==> config.mk <==
export PLATFORM = sky130hd
export DESIGN_NAME = ifetch_unit_flat
export DESIGN_NICKNAME = d
export VERILOG_FILES = /design/src/rtl/ifetch_unit_if.sv /design/src/rtl/ifetch_unit.sv /design/src/flat_wrapper.sv
export SDC_FILE = /design/constraint.sdc
export NUM_CORES = 1
export LEC_CHECK = 0
export CAP_MARGIN = 20
export CORE_MARGIN = 2
export CORE_UTILIZATION = 36
export DETAILED_ROUTE_END_ITERATION = 6
export PLACE_DENSITY = 0.77
export SLEW_MARGIN = 25
export SYNTH_ARGS = -nofsm -noshare
export SYNTH_HDL_FRONTEND = slang
export SYNTH_SLANG_ARGS = --single-unit
export TNS_END_PERCENT = 20
==> constraint.sdc <==
create_clock -name clk -period 1.5 [get_ports clk]
set_clock_uncertainty 0.05 [all_clocks]
set_input_delay 0.15 -clock clk [delete_from_list [all_inputs] [get_ports clk]]
set_output_delay 0.15 -clock clk [all_outputs]
set_load 0.01 [all_outputs]
==> src/rtl/ifetch_unit_if.sv <==
// ifetch_unit_if -- instruction memory request/response bus.
// master = fetch unit side, slave = instruction memory side.
interface ifetch_unit_if;
    logic        mem_req_valid;
    logic [63:0] mem_req_addr;
    logic        mem_req_ready;
    logic        mem_resp_valid;
    logic [31:0] mem_resp_data;

    modport master (
        output mem_req_valid,
        output mem_req_addr,
        input  mem_req_ready,
        input  mem_resp_valid,
        input  mem_resp_data
    );

    modport slave (
        input  mem_req_valid,
        input  mem_req_addr,
        output mem_req_ready,
        output mem_resp_valid,
        output mem_resp_data
    );
endinterface

==> src/rtl/ifetch_unit.sv <==
// ifetch_unit -- single-outstanding instruction fetch FSM with redirect squash and timeout.
// Optional misaligned-fetch trap enabled by defining IFETCH_MISALIGN_CHK_EN.
module ifetch_unit #(
    parameter int TIMEOUT_CYC = 255
) (
    input  logic          clk,
    input  logic          rst,
    input  logic [63:0]   pc,
    input  logic          jump_exe,
    input  logic          id_stall,
    output logic          pc_stall,
    ifetch_unit_if.master mem,
    output logic          inst_valid,
    output logic [31:0]   inst,
    output logic [63:0]   inst_pc,
    output logic          fetch_err,
    output logic          inst_misalign
);
    localparam int CW = (TIMEOUT_CYC > 1) ? $clog2(TIMEOUT_CYC + 1) : 1;
    localparam logic [CW-1:0] TO_LAST = (TIMEOUT_CYC > 0) ? CW'(TIMEOUT_CYC - 1) : '0;
    localparam logic [31:0] NOP = 32'h0000_0013;

    typedef enum logic [2:0] {S_IDLE, S_REQ, S_WAIT, S_HOLD, S_DROP} state_t;

    state_t        state_q, state_d;
    logic [63:0]   req_pc_q, req_pc_d;
    logic [31:0]   inst_q, inst_d;
    logic [63:0]   ipc_q, ipc_d;
    logic          drop_q, drop_d;
    logic [CW-1:0] cnt_q, cnt_d;
    logic          err_q, err_d;
    logic          mis_q, mis_d;
    logic          req_v_q;
    logic          ival_q;
    logic          hs;
    logic          tmo;
    logic          misal;

`ifdef IFETCH_MISALIGN_CHK_EN
    assign misal = (pc[1:0] != 2'b00);
`else
    assign misal = 1'b0;
`endif

    assign hs  = req_v_q && mem.mem_req_ready;
    assign tmo = (TIMEOUT_CYC != 0) && (cnt_q == TO_LAST);

    assign pc_stall = !(jump_exe || ((state_q == S_HOLD) && !id_stall));

    assign mem.mem_req_valid = req_v_q;
    assign mem.mem_req_addr  = req_pc_q;
    assign inst_valid        = ival_q;
    assign inst              = inst_q;
    assign inst_pc           = ipc_q;
    assign fetch_err         = err_q;
    assign inst_misalign     = mis_q;

    // Next-state and registered-output values for the fetch sequence
    always_comb begin
        state_d  = state_q;
        req_pc_d = req_pc_q;
        inst_d   = inst_q;
        ipc_d    = ipc_q;
        drop_d   = drop_q;
        cnt_d    = '0;
        err_d    = 1'b0;
        mis_d    = 1'b0;
        unique case (state_q)
            S_IDLE: begin
                req_pc_d = pc;
                drop_d   = 1'b0;
                if (!jump_exe) begin
                    if (misal) begin
                        state_d = S_HOLD;
                        inst_d  = NOP;
                        ipc_d   = pc;
                        mis_d   = 1'b1;
                    end else begin
                        state_d = S_REQ;
                    end
                end
            end
            S_REQ: begin
                if (hs) begin
                    state_d = (drop_q || jump_exe) ? S_DROP : S_WAIT;
                    drop_d  = 1'b0;
                end else if (jump_exe) begin
                    drop_d = 1'b1;
                end
            end
            S_WAIT: begin
                cnt_d = cnt_q + CW'(1);
                if (mem.mem_resp_valid) begin
                    if (jump_exe) begin
                        state_d = S_IDLE;
                    end else begin
                        state_d = S_HOLD;
                        inst_d  = mem.mem_resp_data;
                        ipc_d   = req_pc_q;
                    end
                end else if (jump_exe) begin
                    state_d = S_DROP;
                    cnt_d   = '0;
                end else if (tmo) begin
                    state_d = S_IDLE;
                    err_d   = 1'b1;
                end
            end
            S_HOLD: begin
                mis_d = mis_q;
                if (jump_exe || !id_stall) begin
                    state_d = S_IDLE;
                    mis_d   = 1'b0;
                end
            end
            S_DROP: begin
                cnt_d = cnt_q + CW'(1);
                if (mem.mem_resp_valid) begin
                    state_d = S_IDLE;
                end else if (tmo) begin
                    state_d = S_IDLE;
                    err_d   = 1'b1;
                end
            end
            default: state_d = S_IDLE;
        endcase
    end

    // State and output registers; valid flags follow the next state
    always_ff @(posedge clk) begin
        if (rst) begin
            state_q  <= S_IDLE;
            req_pc_q <= '0;
            inst_q   <= '0;
            ipc_q    <= '0;
            drop_q   <= 1'b0;
            cnt_q    <= '0;
            err_q    <= 1'b0;
            mis_q    <= 1'b0;
            req_v_q  <= 1'b0;
            ival_q   <= 1'b0;
        end else begin
            state_q  <= state_d;
            req_pc_q <= req_pc_d;
            inst_q   <= inst_d;
            ipc_q    <= ipc_d;
            drop_q   <= drop_d;
            cnt_q    <= cnt_d;
            err_q    <= err_d;
            mis_q    <= mis_d;
            req_v_q  <= (state_d == S_REQ);
            ival_q   <= (state_d == S_HOLD);
        end
    end
endmodule
==> src/flat_wrapper.sv <==
// flat-port wrapper written by rule: the top's interface ports become plain ports
module ifetch_unit_flat 
#(
    parameter int TIMEOUT_CYC = 255
)
  (clk, rst, pc, jump_exe, id_stall, pc_stall, inst_valid, inst, inst_pc, fetch_err, inst_misalign, mem_mem_req_valid, mem_mem_req_addr, mem_mem_req_ready, mem_mem_resp_valid, mem_mem_resp_data);
  ifetch_unit_if mem_i ();
  input  logic clk;
  input  logic rst;
  input  logic [63:0] pc;
  input  logic jump_exe;
  input  logic id_stall;
  output logic pc_stall;
  output logic inst_valid;
  output logic [31:0] inst;
  output logic [63:0] inst_pc;
  output logic fetch_err;
  output logic inst_misalign;
  output wire logic [$bits(mem_i.mem_req_valid)-1:0] mem_mem_req_valid;
  output wire logic [$bits(mem_i.mem_req_addr)-1:0] mem_mem_req_addr;
  input wire logic [$bits(mem_i.mem_req_ready)-1:0] mem_mem_req_ready;
  input wire logic [$bits(mem_i.mem_resp_valid)-1:0] mem_mem_resp_valid;
  input wire logic [$bits(mem_i.mem_resp_data)-1:0] mem_mem_resp_data;
  assign mem_mem_req_valid = mem_i.mem_req_valid;
  assign mem_mem_req_addr = mem_i.mem_req_addr;
  assign mem_i.mem_req_ready = mem_mem_req_ready;
  assign mem_i.mem_resp_valid = mem_mem_resp_valid;
  assign mem_i.mem_resp_data = mem_mem_resp_data;
  ifetch_unit #(.TIMEOUT_CYC(TIMEOUT_CYC)) u_core (.clk(clk), .rst(rst), .pc(pc), .jump_exe(jump_exe), .id_stall(id_stall), .pc_stall(pc_stall), .mem(mem_i), .inst_valid(inst_valid), .inst(inst), .inst_pc(inst_pc), .fetch_err(fetch_err), .inst_misalign(inst_misalign));
endmodule
==> results.py, run 1 <==
metrics = {
    "place": {
        "numPortBuffers": 265,
        "dpl.hpwl_um": 12400,
        "gp_congestion": 0.869,
        "post_dp_cell_area_sq_um": 9270,
        "place_ws_ns": -0.304,
    },
    "pwr": {
        "powerDensity_nw_per_um2": 1010,
        "leakagePower_nw": 4.56,
        "ir_worst_vdd_uv": 729,
        "finalPower_mw": 10.3,
    },
    "run": {
        "maxCapViolCount": 0,
    },
    "synth": {
        "ys_top_cells_by_count": "nand2_1 (322), dfxtp_1 (175), a21oi_1 (161), clkbuf_1 (33), nor2_1 (18)",
        "synth_top_area_frac": 0.565,
        "postSynth.asyncResetShare": 0,
        "ys_types": 38,
        "yosysWarnings": 0,
        "ys_seq_elements": 175,
        "ys.flop_type": "dfxtp_1",
        "yosysTopAreaCell": "dfxtp_1",
        "syn-num-nets": 882,
        "netlist_instances": 778,
        "post_synth_main_area_contributors": "dfxtp_1 (57%), nand2_1 (19%), a21oi_1 (13%)",
        "synth-edff-count": 0,
        "ys_seq_area_frac": 0.565,
        "synth.most_common_cell": "nand2_1",
        "synth.cell_area_sq_um": 6200,
        "syn_area_per_cell_sq_um": 7.97,
    },
    "min_path": {
        "hold_path_class": "input port to register",
    },
    "global_route": {
        "grt_pass1_vias": 5815,
        "gr-total-overflow": 0,
        "grt_use_total": 0.206,
        "use_met3": 0.0643,
        "grt_pass1_wl_um": 29700,
        "antenna_found_initial": 0,
        "grt_use_met2": 0.358,
        "met1_usage": 0.236,
        "grt.busiest_layer": "met2",
        "grt_max_degree": 81,
    },
    "timing": {
        "fin_crit_sh": 1.12,
        "setup_viol": 164,
        "drv_slew": 0,
        "min_period_ns": 1.68,
        "max_clock_freq_mhz": 596,
        "finalHoldViolations": 0,
        "setup_slack_ns": -0.178,
        "rsz0062_at_grt": "yes",
    },
    "setup_path": {
        "reg2reg_to": "u_core.mem.mem_req_addr[20]",
        "worst_setup_path_end_kind": "register",
        "critical_path.max_fanout": 42,
        "cp-endpoint": "u_core.mem.mem_req_addr[20]",
        "cp-start-kind": "register",
        "reg2reg_depth": 5,
        "r2r_slack_ns": -0.18,
        "cpPeakStageDelay_ns": 0.56,
        "cp.arrival_ns": 1.91,
        "path_depth": 5,
        "crit_family": "simple AND/OR/NAND/NOR gates",
        "crit_buf_inv": 2,
        "cp.required_ns": 1.73,
        "reg2reg_from": "u_core.state_q[0]",
        "cp_cell_sequence": "buf_4 -> or3_2 -> buf_12 -> nand2_1 -> a21oi_1",
        "slowest_stage": "or3_2",
        "critPathLaunch": "u_core.state_q[0]",
        "path_class": "register to register",
    },
    "finish": {
        "antenna_cells": 0,
        "final_area_sq_um": 10200,
        "fin_util": 0.609,
        "synthToLayoutAreaGrowth_pct": 64.1,
        "nets": 1158,
        "drive_gt1_frac": 0.134,
    },
    "detailed_routing": {
        "totalWireLength_um": 19600,
        "drt_iter0_drc": 297,
        "drc": 0,
        "postRouteAntennaNets": 0,
        "dr.pass1.iters": 4,
        "vias": 6172,
        "post_drt_wl_per_cell_um": 15.2,
        "avgViaCountPerCell": 4.80,
    },
    "clocking": {
        "cts.htree.levels": 4,
        "clock-root-buffer": "clkbuf_16",
        "cts-buffers-inserted": 17,
        "tritoncts": "done",
        "cts_num_sinks": 175,
        "clk_pin_slew_ns": 0.07,
        "clk-insertion-delay-late_ns": 0.42,
        "clk_path_buf_depth": 2,
    },
    "floorplan": {
        "io_pins": 267,
        "die_h_um": 135,
        "die_area_sq_um": 18300,
        "fp.coreArea_sq_um": 16700,
        "die_x_um": 135,
        "row_count": 47,
        "initial_core_util": 0.371,
    },
    "run_status": {
        "violations": "setup timing",
        "status": "finished, violations left",
    },
}
-- metrics by stage --
stage / cells / hold slack [ns] / setup TNS (ns)
global route: 1287 / 0.213 / -23.22
global placement: 1242 / 0.384 / -24.73
CTS: 1288 / 0.202 / -11.98
detailed placement: 1242 / 0.385 / -29.09
floorplan: 778 / 0.177 / -1.03
finish: 1287 / 0.222 / -13.97
-- layout by cell type (no fill, tap or decap), types with 2 or more instances in the layout --
master,instances
nand2_1,300
dfxtp_1,172
dlygate4sd2_1,152
a21oi_1,133
clkdlybuf4s50_1,100
a21oi_2,28
buf_4,27
nor2_1,18
clkbuf_16,17
nand2_4,15
dlymetal6s2s_1,12
buf_12,12
nand2_2,6
inv_6,6
xor2_1,5
nand3_1,5
buf_6,5
nor2b_1,3
clkinvlp_4,3
buf_16,3
inv_1,2
nand4_1,2
ha_1,2
clkinv_4,2
clkbuf_1,2
dfxtp_4,2
-- power by group --
group / internal (mW) / switching (mW)
logic: 0.585 / 0.557
registers: 4.80 / 0.111
clock network: 2.32 / 1.93
total: 7.71 / 2.60
-- flip-flops by register name (all words and copies together) (netlist names) --
signal                    count
u_core.drop_q                 1
u_core.inst                  32
u_core.state_q                3
u_core.mem.mem_req_valid      1
u_core.mem.mem_req_addr      64
u_core.cnt_q                  8
u_core.inst_valid             1
u_core.inst_pc               64
u_core.fetch_err              1
-- worst reg2reg max path, cell delays in order, from the launching register on --
cell and delay [ns]:
dfxtp_4 0.35, buf_4 0.13, or3_2 0.56, buf_12 0.23, nand2_1 0.13, a21oi_1 0.09
-- cells by family after synthesis --
family	Yosys count	share of synthesized area
AO/OA/AOI/OAI	170	0.140
adder cells (fa/ha/maj)	2	0.00404
multiplexers	1	0.00161
flip-flops	175	0.565
AND/OR/NAND/NOR	365	0.236
other	1	0.000605
buffers and inverters	58	0.0446
XOR/XNOR	6	0.00848
-- metal layers --
layer  share of wire  wire length (um)
met2            0.49              9680
met3           0.076              1490
met4           0.025               491
met1            0.40              7910
met5               0                 0
-- timing repair --
| item | 4_1_cts | 5_1_grt |
|---|---|---|
| hold buffers | 1 | 0 |
| setup buffers | 7 | 1 |
| gates cloned | 6 | 0 |
| pin swaps | 2 | 20 |
| endpoints found under the setup margin | 309 | 180 |
| resized for setup | 171 | 82 |
| hold endpoints to repair | 1 | 0 |
-- area by class of cell --
type	count	area, sq um
Fill cell	1449	6530
Timing Repair Buffer	313	3110
Clock buffer	19	433
Multi-Input combinational cell	545	2710
Inverter	2	7.51
Tap cell	220	275
Sequential cell	175	3510
Clock inverter	13	128
-- worst min-delay path by stage --
stage | start | endpoint | slack (ns) | cells past startpoint
3_5_place_dp | rst | u_core.drop_q | 0.38 | 2
6_report | mem_mem_resp_data[31] | u_core.inst[31] | 0.22 | 3
5_1_grt | mem_mem_resp_data[5] | u_core.inst[5] | 0.21 | 3
4_1_cts | pc[10] | u_core.mem.mem_req_addr[10] | 0.20 | 3
3_3_place_gp | rst | u_core.drop_q | 0.38 | 2
2_1_floorplan | mem_mem_resp_valid | u_core.fetch_err | 0.18 | 1
No activity file was read; power rests on OpenSTA's default activity.
==> run 2, diff against run 1 <==
--- a/config.mk
+++ b/config.mk
@@ -6,10 +6,10 @@
 export NUM_CORES = 1
 export LEC_CHECK = 0
 export CAP_MARGIN = 20
-export CORE_MARGIN = 2
-export CORE_UTILIZATION = 36
+export CORE_MARGIN = 3
+export CORE_UTILIZATION = 35
 export DETAILED_ROUTE_END_ITERATION = 6
-export PLACE_DENSITY = 0.77
+export PLACE_DENSITY = 0.75
 export SLEW_MARGIN = 25
 export SYNTH_ARGS = -nofsm -noshare
 export SYNTH_HDL_FRONTEND = slang
==> results.py, run 2 (synthesis gave the netlist of run 1 again) <==
metrics = {
    "timing": {
        "fin_setup_tns_ns": -7.52,
        "min_period_ns": 1.63,
        "finalHoldViolations": 0,
        "max_clock_freq_mhz": 615,
        "setup_slack_ns": -0.126,
        "drv_slew": 0,
        "setup_viol": 115,
        "fin_crit_sh": 1.08,
        "rsz0062_at_grt": "yes",
    },
    "pwr": {
        "powerDensity_nw_per_um2": 1020,
        "switching_share": 0.252,
        "p_int_mw": 7.53,
        "leakagePower_nw": 4.36,
        "ir_worst_vdd_uv": 788,
        "pwr-share-clk": 0.402,
        "netSwitchingPower_mw": 2.54,
        "combPwrFrac": 0.111,
        "seq_power_share": 0.488,
    },
    "setup_path": {
        "cp.required_ns": 1.74,
        "reg2reg_from": "u_core.state_q[2]",
        "r2r_slack_ns": -0.13,
        "reg2reg_depth": 7,
        "path_class": "register to register",
        "cp-start-kind": "register",
        "cpPeakStageDelay_ns": 0.36,
        "critical_path.max_fanout": 32,
        "cp_cell_sequence": "buf_12 -> nor4b_4 -> buf_4 -> nand2_8 -> buf_12 -> nand2_1 -> a21oi_1",
        "worst_setup_path_end_kind": "register",
        "reg2reg_to": "u_core.inst[26]",
        "cp.arrival_ns": 1.87,
        "slowest_stage": "dfxtp_4",
        "cpMostUsedCell": "buf_12",
    },
    "detailed_routing": {
        "totalWireLength_um": 19400,
        "postRouteAntennaNets": 0,
        "drc": 0,
        "post_drt_wl_per_cell_um": 15.1,
        "avgViaCountPerCell": 4.75,
        "dr.pass1.iters": 4,
        "vias": 6092,
        "drt_iter0_drc": 260,
    },
    "finish": {
        "n_fill_cell": 1640,
        "synthToLayoutAreaGrowth_pct": 58.6,
        "antenna_cells": 0,
        "drive_gt1_frac": 0.0984,
        "layout_common_cells": "nand2_1 (308), dfxtp_1 (173), dlygate4sd2_1 (158)",
        "instances_no_fill": 1282,
        "mostFrequentLayoutCell": "nand2_1",
        "nets": 1149,
    },
    "floorplan": {
        "die_x_um": 139,
        "io_pins": 267,
        "row_count": 48,
        "die_h_um": 139,
        "die_area_sq_um": 19300,
        "initial_core_util": 0.358,
        "fp.coreArea_sq_um": 17300,
    },
    "place": {
        "dp.cells": 1245,
        "dpl.hpwl_um": 12900,
        "gp_congestion": 0.794,
        "numPortBuffers": 265,
    },
    "clocking": {
        "clk_pin_slew_ns": 0.07,
        "clk-insertion-delay-late_ns": 0.42,
        "cts.htree.levels": 4,
        "cts_num_sinks": 175,
        "clock-root-buffer": "clkbuf_16",
        "cts-buffers-inserted": 17,
        "tritoncts": "done",
        "hold_buffers": 0,
        "clk_path_buf_depth": 2,
    },
    "global_route": {
        "grt_max_degree": 78,
        "antenna_found_initial": 0,
        "grt_pass1_wl_um": 29600,
        "grt_pass1_vias": 5743,
        "gr-total-overflow": 0,
        "grt_use_total": 0.186,
    },
    "min_path": {
        "hold_path_class": "input port to register",
        "hold_end": "u_core.inst_pc[59]",
        "hold_depth": 2,
        "hold_start": "rst",
    },
    "run": {
        "maxCapViolCount": 0,
    },
    "run_status": {
        "violations": "setup timing",
        "status": "finished, violations left",
    },
}
-- run 2: worst max-delay path by stage --
stage | startpoint | to | slack, ns | depth (start not counted)
2_1_floorplan | u_core.state_q[2] | u_core.mem.mem_req_addr[23] | -0.02 | 6
3_3_place_gp | jump_exe | u_core.inst[29] | -0.27 | 6
3_5_place_dp | jump_exe | u_core.inst_pc[31] | -0.33 | 6
4_1_cts | u_core.state_q[2] | pc_stall | -0.12 | 4
5_1_grt | u_core.state_q[2] | u_core.inst[26] | -0.21 | 7
6_report | u_core.state_q[2] | u_core.inst[26] | -0.13 | 7
-- run 2: final cells by class --
type	instances	area, sq um	share of cell area
Clock buffer	19	443	0.0450
Clock inverter	12	85.1	0.00865
Inverter	2	7.51	0.000763
Multi-Input combinational cell	545	2540	0.258
Sequential cell	175	3510	0.357
Tap cell	225	282	0.0286
Timing Repair Buffer	304	2970	0.301
-- run 2: timing repair --
action                                  4_1_cts  5_1_grt
gates resized for setup                     178       24
buffers inserted                              3        0
cloned                                        0        3
endpoints found under the setup margin      285      170
endpoints found under the hold margin         0        0
pin swaps                                     3        6
-- run 2: routing by layer --
metal | global-route usage | vias to the layer above | wire length, um
li1 | - | 3040 | -
met1 | 0.216 | 2832 | 8190
met2 | 0.323 | 197 | 9520
met3 | 0.0659 | 23 | 1390
met4 | 0.0577 | 0 | 317
met5 | 0 | - | 0
-- run 2: power by group through the flow --
stage	logic (mW)	clock network, mW	registers, mW
6_report	1.11	4.05	4.91
5_1_grt	1.20	4.33	4.93
3_3_place_gp	1.20	0	5.02
3_5_place_dp	1.20	0	5.02
2_1_floorplan	0.378	0	5.07
4_1_cts	1.12	4.14	4.91
-- run 2: worst max-delay path, delay by kind of cell (launching register included) --
kind | cells | cell delay (ns)
AND/OR/NAND/NOR | 3 | 0.50
AO/OA/AOI/OAI | 1 | 0.07
flip-flops | 1 | 0.36
buffers and inverters | 3 | 0.49
-- run 2: metrics by stage --
step	setup slack (ns)	instance area [sq um]	utilization	power (mW)	hold WS, ns
CTS	-0.124	9700	0.561	10.2	0.0279
global route	-0.213	9840	0.569	10.5	0.0459
global placement	-0.265	9280	0.536	6.21	0.391
floorplan	-0.0175	6210	-	5.45	0.177
detailed placement	-0.333	9280	0.536	6.22	0.396
finish	-0.126	9840	0.569	10.1	0.0526
